--- src/rtl/offchip_line_responder_pkg.sv ---
// Shared constants and FSM encoding for the off-chip instruction line responder.
package offchip_line_responder_pkg;

  localparam int CACHE_LINE_SIZE = 32;
  localparam int WORD_BYTES      = 4;
  localparam int WORD_BITS       = WORD_BYTES * 8;

  typedef enum logic [1:0] {
    RESP_IDLE = 2'd0,
    RESP_REQ  = 2'd1,
    RESP_WAIT = 2'd2,
    RESP_DONE = 2'd3
  } resp_state_e;

  // Word-index width; a one-word line still needs a 1-bit index.
  function automatic int idxWidth(input int lineBytes);
    return (lineBytes / WORD_BYTES > 1) ? $clog2(lineBytes / WORD_BYTES) : 1;
  endfunction

endpackage

--- src/rtl/offchip_line_responder_line_word_packer.sv ---
// Word index counter plus lane write of 32-bit backing words into the line register.
module line_word_packer
  import offchip_line_responder_pkg::*;
#(
  parameter int LINE_BYTES = CACHE_LINE_SIZE,
  localparam int WORDS     = LINE_BYTES / WORD_BYTES,
  localparam int IDX_W     = idxWidth(LINE_BYTES)
) (
  input  logic                    clk,
  input  logic                    rst,
  input  logic                    clear_i,
  input  logic                    wr_i,
  input  logic [WORD_BITS-1:0]    wdata_i,
  output logic [LINE_BYTES*8-1:0] line_o,
  output logic [IDX_W-1:0]        idx_o,
  output logic                    last_o
);

  logic [IDX_W-1:0]        idx_q, idx_d;
  logic [LINE_BYTES*8-1:0] line_q, line_d;

  assign last_o = (idx_q == IDX_W'(WORDS - 1));
  assign idx_o  = idx_q;
  assign line_o = line_q;

  // The index stays on the last word after the final write; only a new accept rewinds it.
  always_comb begin
    idx_d  = idx_q;
    line_d = line_q;
    if (clear_i) begin
      idx_d = '0;
    end else if (wr_i) begin
      line_d[idx_q*WORD_BITS +: WORD_BITS] = wdata_i;
      if (!last_o) idx_d = idx_q + 1'b1;
    end
  end

  always_ff @(posedge clk or negedge rst) begin
    if (!rst) begin
      idx_q  <= '0;
      line_q <= '0;
    end else begin
      idx_q  <= idx_d;
      line_q <= line_d;
    end
  end

endmodule

--- src/rtl/offchip_line_responder.sv ---
// Memory-side responder: fetches one cache line word by word and returns it with a ready pulse.
// Define OFFCHIP_RESP_LAST_LINE_EN to answer repeat requests for the last filled line without backing traffic.
module offchip_line_responder
  import offchip_line_responder_pkg::*;
#(
  parameter int LINE_BYTES = CACHE_LINE_SIZE,
  parameter int ADDR_W     = 32
) (
  input  logic                    clk,
  input  logic                    rst,
  input  logic                    offchip_mem_read_en,
  input  logic [ADDR_W-1:0]       offchip_mem_addr,
  output logic [LINE_BYTES*8-1:0] offchip_mem_data,
  output logic                    offchip_mem_ready,
  output logic                    offchip_mem_read_busy,
  input  logic                    line_inval,
  output logic                    mem_req,
  output logic [ADDR_W-1:0]       mem_addr,
  input  logic                    mem_gnt,
  input  logic [WORD_BITS-1:0]    mem_rdata,
  input  logic                    mem_rvalid
);

  localparam int IDX_W = idxWidth(LINE_BYTES);
  localparam logic [ADDR_W-1:0] OFF_MASK = ADDR_W'(LINE_BYTES - 1);

  resp_state_e       state_q, state_d;
  logic [ADDR_W-1:0] base_q, base_d;
  logic [ADDR_W-1:0] reqBase;
  logic [IDX_W-1:0]  idx;
  logic              accept, wordWr, lastWord, fillDone, hit;

  assign reqBase  = offchip_mem_addr & ~OFF_MASK;
  assign wordWr   = (state_q == RESP_WAIT) && mem_rvalid;
  assign fillDone = wordWr && lastWord;

`ifdef OFFCHIP_RESP_LAST_LINE_EN
  logic [ADDR_W-1:0] tag_q, tag_d;
  logic              tagValid_q, tagValid_d;

  // An invalidate in the compare cycle must turn a would-be hit into a refetch.
  assign hit = tagValid_q && !line_inval && (reqBase == tag_q);

  always_comb begin
    tag_d      = tag_q;
    tagValid_d = tagValid_q;
    if (line_inval) begin
      tagValid_d = 1'b0;
    end else if (fillDone) begin
      tagValid_d = 1'b1;
      tag_d      = base_q;
    end
  end

  always_ff @(posedge clk or negedge rst) begin
    if (!rst) begin
      tag_q      <= '0;
      tagValid_q <= 1'b0;
    end else begin
      tag_q      <= tag_d;
      tagValid_q <= tagValid_d;
    end
  end
`else
  logic unused_lineInval;
  assign unused_lineInval = line_inval;
  assign hit              = 1'b0;
`endif

  always_comb begin
    state_d = state_q;
    base_d  = base_q;
    accept  = 1'b0;
    case (state_q)
      RESP_IDLE: begin
        if (offchip_mem_read_en) begin
          if (hit) begin
            state_d = RESP_DONE;
          end else begin
            state_d = RESP_REQ;
            base_d  = reqBase;
            accept  = 1'b1;
          end
        end
      end
      RESP_REQ:  if (mem_gnt) state_d = RESP_WAIT;
      RESP_WAIT: if (mem_rvalid) state_d = lastWord ? RESP_DONE : RESP_REQ;
      RESP_DONE: state_d = RESP_IDLE;
      default:   state_d = RESP_IDLE;
    endcase
  end

  always_ff @(posedge clk or negedge rst) begin
    if (!rst) begin
      state_q <= RESP_IDLE;
      base_q  <= '0;
    end else begin
      state_q <= state_d;
      base_q  <= base_d;
    end
  end

  // Outputs decode the state register directly so an async reset clears them immediately.
  assign mem_req               = (state_q == RESP_REQ);
  assign mem_addr              = mem_req ? (base_q + (ADDR_W'(idx) << 2)) : '0;
  assign offchip_mem_ready     = (state_q == RESP_DONE);
  assign offchip_mem_read_busy = (state_q != RESP_IDLE);

  line_word_packer #(
    .LINE_BYTES(LINE_BYTES)
  ) u_packer (
    .clk    (clk),
    .rst    (rst),
    .clear_i(accept),
    .wr_i   (wordWr),
    .wdata_i(mem_rdata),
    .line_o (offchip_mem_data),
    .idx_o  (idx),
    .last_o (lastWord)
  );

endmodule

--- config.mk ---
export PLATFORM = sky130hd
export DESIGN_NAME = offchip_line_responder
export DESIGN_NICKNAME = d
export VERILOG_FILES = /design/src/rtl/offchip_line_responder_pkg.sv /design/src/rtl/offchip_line_responder_line_word_packer.sv /design/src/rtl/offchip_line_responder.sv
export SDC_FILE = /design/constraint.sdc
export NUM_CORES = 1
export LEC_CHECK = 0
export CORE_ASPECT_RATIO = 0.6
export CORE_MARGIN = 2
export CORE_UTILIZATION = 51
export DETAILED_ROUTE_END_ITERATION = 10
export PLACE_DENSITY_LB_ADDON = 0.25
export SLEW_MARGIN = 20
export SYNTH_ARGS = -nofsm -noshare
export SYNTH_HDL_FRONTEND = slang
export SYNTH_HIERARCHICAL = 1
export SYNTH_SLANG_ARGS = --single-unit
--- constraint.sdc ---
create_clock -name clk -period 4.47 [get_ports clk]
set_clock_uncertainty 0.2 [all_clocks]
set_input_delay 0.894 -clock clk [delete_from_list [all_inputs] [get_ports clk]]
set_output_delay 0.894 -clock clk [all_outputs]
set_load 0.005 [all_outputs]
Word level (Yosys, flattened, before mapping). Index checks and enable logic that the tools add are counted. W data, S select, Z words.

Register bits: 288. Memories kept: 0. Memory bits (read-only): 0. RAM bits: 0. Latch bits: 0.

$lt $le $gt $ge: 0. Bitwise logic cells: 1. Reduce and logical (&&, ||, !) cells: 8. Divide/modulo/power cells: 0. Multipliers: 0. $add $sub $neg: 3. Muxes and demuxes: 12. Eq/ne operators: 8. Shift operators: 2.

Operators with widths (number): $bwmux W256 (1); $shift A32 B34 Y256 const A (1); $shiftx A32 B34 Y256 (1); $neg A8 Y34 (1); $add A32 B5 Y32 (1); $mux W32 (1); $mux W3 (3); $mux W2 (4); $pmux W2 S4 (1); $ne A2 B2 Y1 const B (3); $reduce_and A2 Y1 (3); $eq A2 B2 Y1 const B (2); $reduce_bool A2 Y1 (2); $add A3 B1 Y3 const B (1); $eq A3 B3 Y1 const B (1); $reduce_and A3 Y1 (1); $eq A2 B1 Y1 const B (1); $logic_not A2 Y1 (1); $mux W1 (2); $ne A2 B1 Y1 const B (1); $logic_and A1 B1 Y1 (1); $not A1 Y1 (1).

Logic depth before layout (Yosys ltp).
Word-level depth: 4. Gate-level depth with buffers: 9.

Cells and area by module. Netlist, hierarchy kept.

Modules (own cells, without submodules): line_word_packer (area each 10712.8 µm², sequential area each 6481.2 µm², cells each 749, times used 1); offchip_line_responder (area each 1455.1 µm², sequential area each 725.7 µm², cells each 107, times used 1).

Least setup slack after synthesis. OpenSTA, ideal clock, no wires.

Path kind: in2reg. Start point: input offchip_mem_read_en. End point: register u_packer.line_q[235], in the netlist u_packer/line_o[235]. Library setup time: 0.125 ns. Path slack: 1.777 ns. Path buffers: 3. Data required time: 4.145 ns. Stages on the path: 7. Arrival: 2.369 ns. Cell sequence: nor3b_2 -> buf_6 -> buf_12 -> nand3b_1 -> nor3_2 -> buf_2 -> mux2_2.

Word-level cells in the longest chain between the ends: 4.

RTL lines: from (decl) (line offchip_line_responder.sv:11) `input logic offchip_mem_read_en,`; $mux W1 (line offchip_line_responder.sv:76) `if (offchip_mem_read_en) begin`; $mux W1 (line offchip_line_responder.sv:74) `case (state_q)`; via accept (line offchip_line_responder.sv:31) `logic accept, wordWr, lastWord, fillDone, hit;`; $not A1 Y1 (no source line); $reduce_and A2 Y1 (no source line); to (signal assigned) (line offchip_line_responder_line_word_packer.sv:44) `line_q <= line_d;`; to (decl) (line offchip_line_responder_line_word_packer.sv:20) `logic [LINE_BYTES*8-1:0] line_q, line_d;`.

The timed path passes the listed nets, and every way through them passes these cells. A chain may end at the register's enable or synchronous reset.

Worst setup path in the final report.
Start point: register state_q[1]. End point: output mem_addr[10].

Word-level cells in the longest chain between the ends: 2.

RTL lines: from (decl) (line offchip_line_responder.sv:27) `resp_state_e state_q, state_d;`; from (signal assigned) (line offchip_line_responder.sv:98) `state_q <= state_d;`; $eq A2 B1 Y1 (line offchip_line_responder.sv:104) `assign mem_req = (state_q == RESP_REQ);`; $mux W32 (line offchip_line_responder.sv:105) `assign mem_addr = mem_req ? (base_q + (ADDR_W'(idx) << 2)) : '0;`; to (decl) (line offchip_line_responder.sv:18) `output logic [ADDR_W-1:0] mem_addr,`.

No other way between the ends.

==> results.toml <==
[drt]
dr.first_iter.drc_count = 402
vias = 7998
ant_nets = 0
viasPerCell = 5.177
wl_per_cell_um = 21.86
drt_pre_antenna_iters = 4
drc = 0
routed_wirelength_mm = 33.78

[clock_network]
htreeDepth = 1
path_clk_slew_ps = 70
insertion_delay_ps = 520
clock-sinks = 288
ctsResizeCount = 0
clock_path_buffers = 3
cts_hold_buffers = 0
cts-root-buf = "clkbuf_16"
cts_buffers = 26
cts_tree = "done"
post_cts_buffers = 0

[cells_and_area]
final_net_count = 1288
seqCellArea_um2 = 7207
post-route-cell-area_um2 = 17000
fin_cells = 1545
fillers = 1615
area_delta_synth_final_pct = 39.69
multi_input_area_um2 = 4612
drive_above_1_share = 0.2577
antenna_cells = 0

[power]
ir_drop_mv = 0.3348
p_per_area_nw_per_um2 = 417.2
p_leak_nw = 7.829

[sta]
drv_slew = 0
worst_pin_slew_ps = 910.0
max_freq_ghz = 0.2697
post-route-period-util = 0.8295
hold_viol = 0
setup-violations-final = 0
period_minus_slack_ps = 3708
setup_tns_ps = 0
rsz0062_at_grt = "false"
slew_headroom = 0.3933

[outcome]
outcome = "completed"

[global_route]
grt_max_degree = 107
grt_pass1_wl_mm = 51.03
grt_pass1_vias = 8484
gr-total-overflow = 0
antenna_found_initial = 0
grt_use_total = 0.2691

[worst_setup_path]
setup.worst_path.start_class = "flip-flop"
critical_path.top_delay_family = "simple AND/OR/NAND/NOR gates"
r2r_start = "u_packer/idx_o[0]"
critical_path_class = "reg -> out"
crit_path_end_kind = "output pin"
crit_chain = "and2b_1 -> and2_1 -> clkdlybuf4s50_1"
cpPeakStageDelay_ps = 830
startpoint = "state_q[1]"
crit_buf_inv = 1
crit_slowest_cell = "and2b_1"
cp_data_required_time_ps = 3380
cp_max_fo = 33
worstPathArrival_ps = 2610

[die]
num_rows = 43
die_x_um = 203.4
core_area_um2 = 23240
start_util = 0.5235
die_area_um2 = 25150
num_io_pins = 361
die_height_um = 123.6

[synthesis]
synth_edf_count = 0
synth_area_leaders = "dfrtp_1, mux2_2, and2_1"
synth_top_cell_by_area = "dfrtp_1"
ys_seq_area_frac = 0.5923
synth_cells = 856
synthArstFlopShare = 1.000
yosys_warnings = 6
synth.ff_latch_count = 288
ys.flop_type = "dfrtp_1"
avgSynthCellArea_um2 = 14.21
yosys.area.top_type_share = 0.5923
ys_types = 35
syn-cell-area_um2 = 12170

[place]
io_buffers = 352
placed_cell_area_um2 = 16090
dp_cells = 1498
place.gp.congestion = 0.8048
place_hpwl_mm = 23.43

[min_path]
min_path_type = "in -> async"

[job]
cap_violations = 0
state kept, by name (all words and copies together), names as in the netlist:
| register | cells |
|---|---|
| base_q | 27 |
| u_packer/line_o | 256 |
| u_packer/idx_o | 3 |
| state_q | 2 |
cells in the final DEF (no fill, tap or decap), types with 3 or more instances in the layout:
cell type and instances:
mux2_1 13, and2_1 124, nor2_4 3, nor3_4 4, mux2_2 219, ha_1 7, dfrtp_1 288, inv_1 36
mux2_4 19, bufinv_16 3, clkbuf_16 27, clkbuf_1 4, and3_1 3, clkinv_2 3, nor2b_1 3, nand2_1 33
clkinvlp_4 4, mux2i_1 35, clkbuf_8 6, clkdlybuf4s50_1 351, buf_4 15, nor2_1 4, buf_12 5, nand3b_1 3
stage by stage:
stage	worst slack (ps)	power, mW	utilization	hold slack [ps]
after floorplan	1777	3.889	-	272.0
after global placement	1028	4.761	0.6922	266.6
after detailed placement	985.1	4.799	0.6922	275.1
after CTS	688.7	7.161	0.7313	252.4
after global routing	581.7	7.424	0.7313	254.3
final	761.9	7.091	0.7313	212.5
synthesized netlist by cell type (all sizes together) (4+ instances only):
| cell | n |
|---|---|
| dfrtp | 288 |
| nor3b | 4 |
| ha | 7 |
| nor2 | 7 |
| inv | 36 |
| nand2 | 33 |
| buf | 36 |
| and2 | 124 |
| mux2i | 35 |
| nor3 | 4 |
| mux2 | 251 |
| clkbuf | 10 |
worst paths after layout:
path	slack, ps	depth (start not counted)	endpoint
max reg2reg	1060	7	u_packer/line_o[144]
max in group asynchronous	2970	2	u_packer/line_o[17]
max	760	3	mem_addr[10]
min in group clk	290	1	u_packer/line_o[243]
min	210	1	u_packer/line_o[139]
min reg2reg	290	1	u_packer/line_o[243]
where the power goes:
| part | internal, mW | leakage (nW) | switching [mW] |
|---|---|---|---|
| Sequential | 2.91 | 3.74 | 0.182 |
| Combinational | 1.00 | 3.65 | 0.650 |
| Clock | 1.38 | 0.435 | 0.965 |
| Total | 5.29 | 7.83 | 1.80 |
logic make-up (layout without fill, tap and decap cells):
logic type / count (synthesis) / count (layout) / synth area share
AOI/OAI and AO/OA: 3 / 3 / 0.003188
xor gates and xnor gates: 1 / 1 / 0.0007199
adders and majority gates: 7 / 7 / 0.007198
buffers and inverters: 82 / 455 / 0.03455
DFF: 288 / 288 / 0.5923
muxes: 286 / 286 / 0.2669
other: 1 / 2 / 0.0003082
and+or+nand+nor: 188 / 188 / 0.09481
metal layers:
metal	wire length, um	GRT usage	up-vias
li1	-	-	3602
met1	14780	0.3696	4073
met2	15390	0.4243	280
met3	2918	0.08137	43
met4	697	0.06524	0
met5	0	0	-
layout make-up:
cell class | count | share of cell area
flip-flops and latches | 288 | 0.4240
repair buffers | 372 | 0.2201
clock inverters | 10 | 0.007950
inverters | 36 | 0.007950
multi-input cells | 487 | 0.2713
well taps | 315 | 0.02319
clock buffers | 37 | 0.04549
worst register-to-register path, cell delays in order, from the launching register on:
cell     delay, ps
dfrtp_1        800
inv_1          150
ha_1           270
ha_1           550
o31ai_4        230
nor4b_4        250
buf_4          550
mux2i_1        320
(Power assumes the default switching activity.)
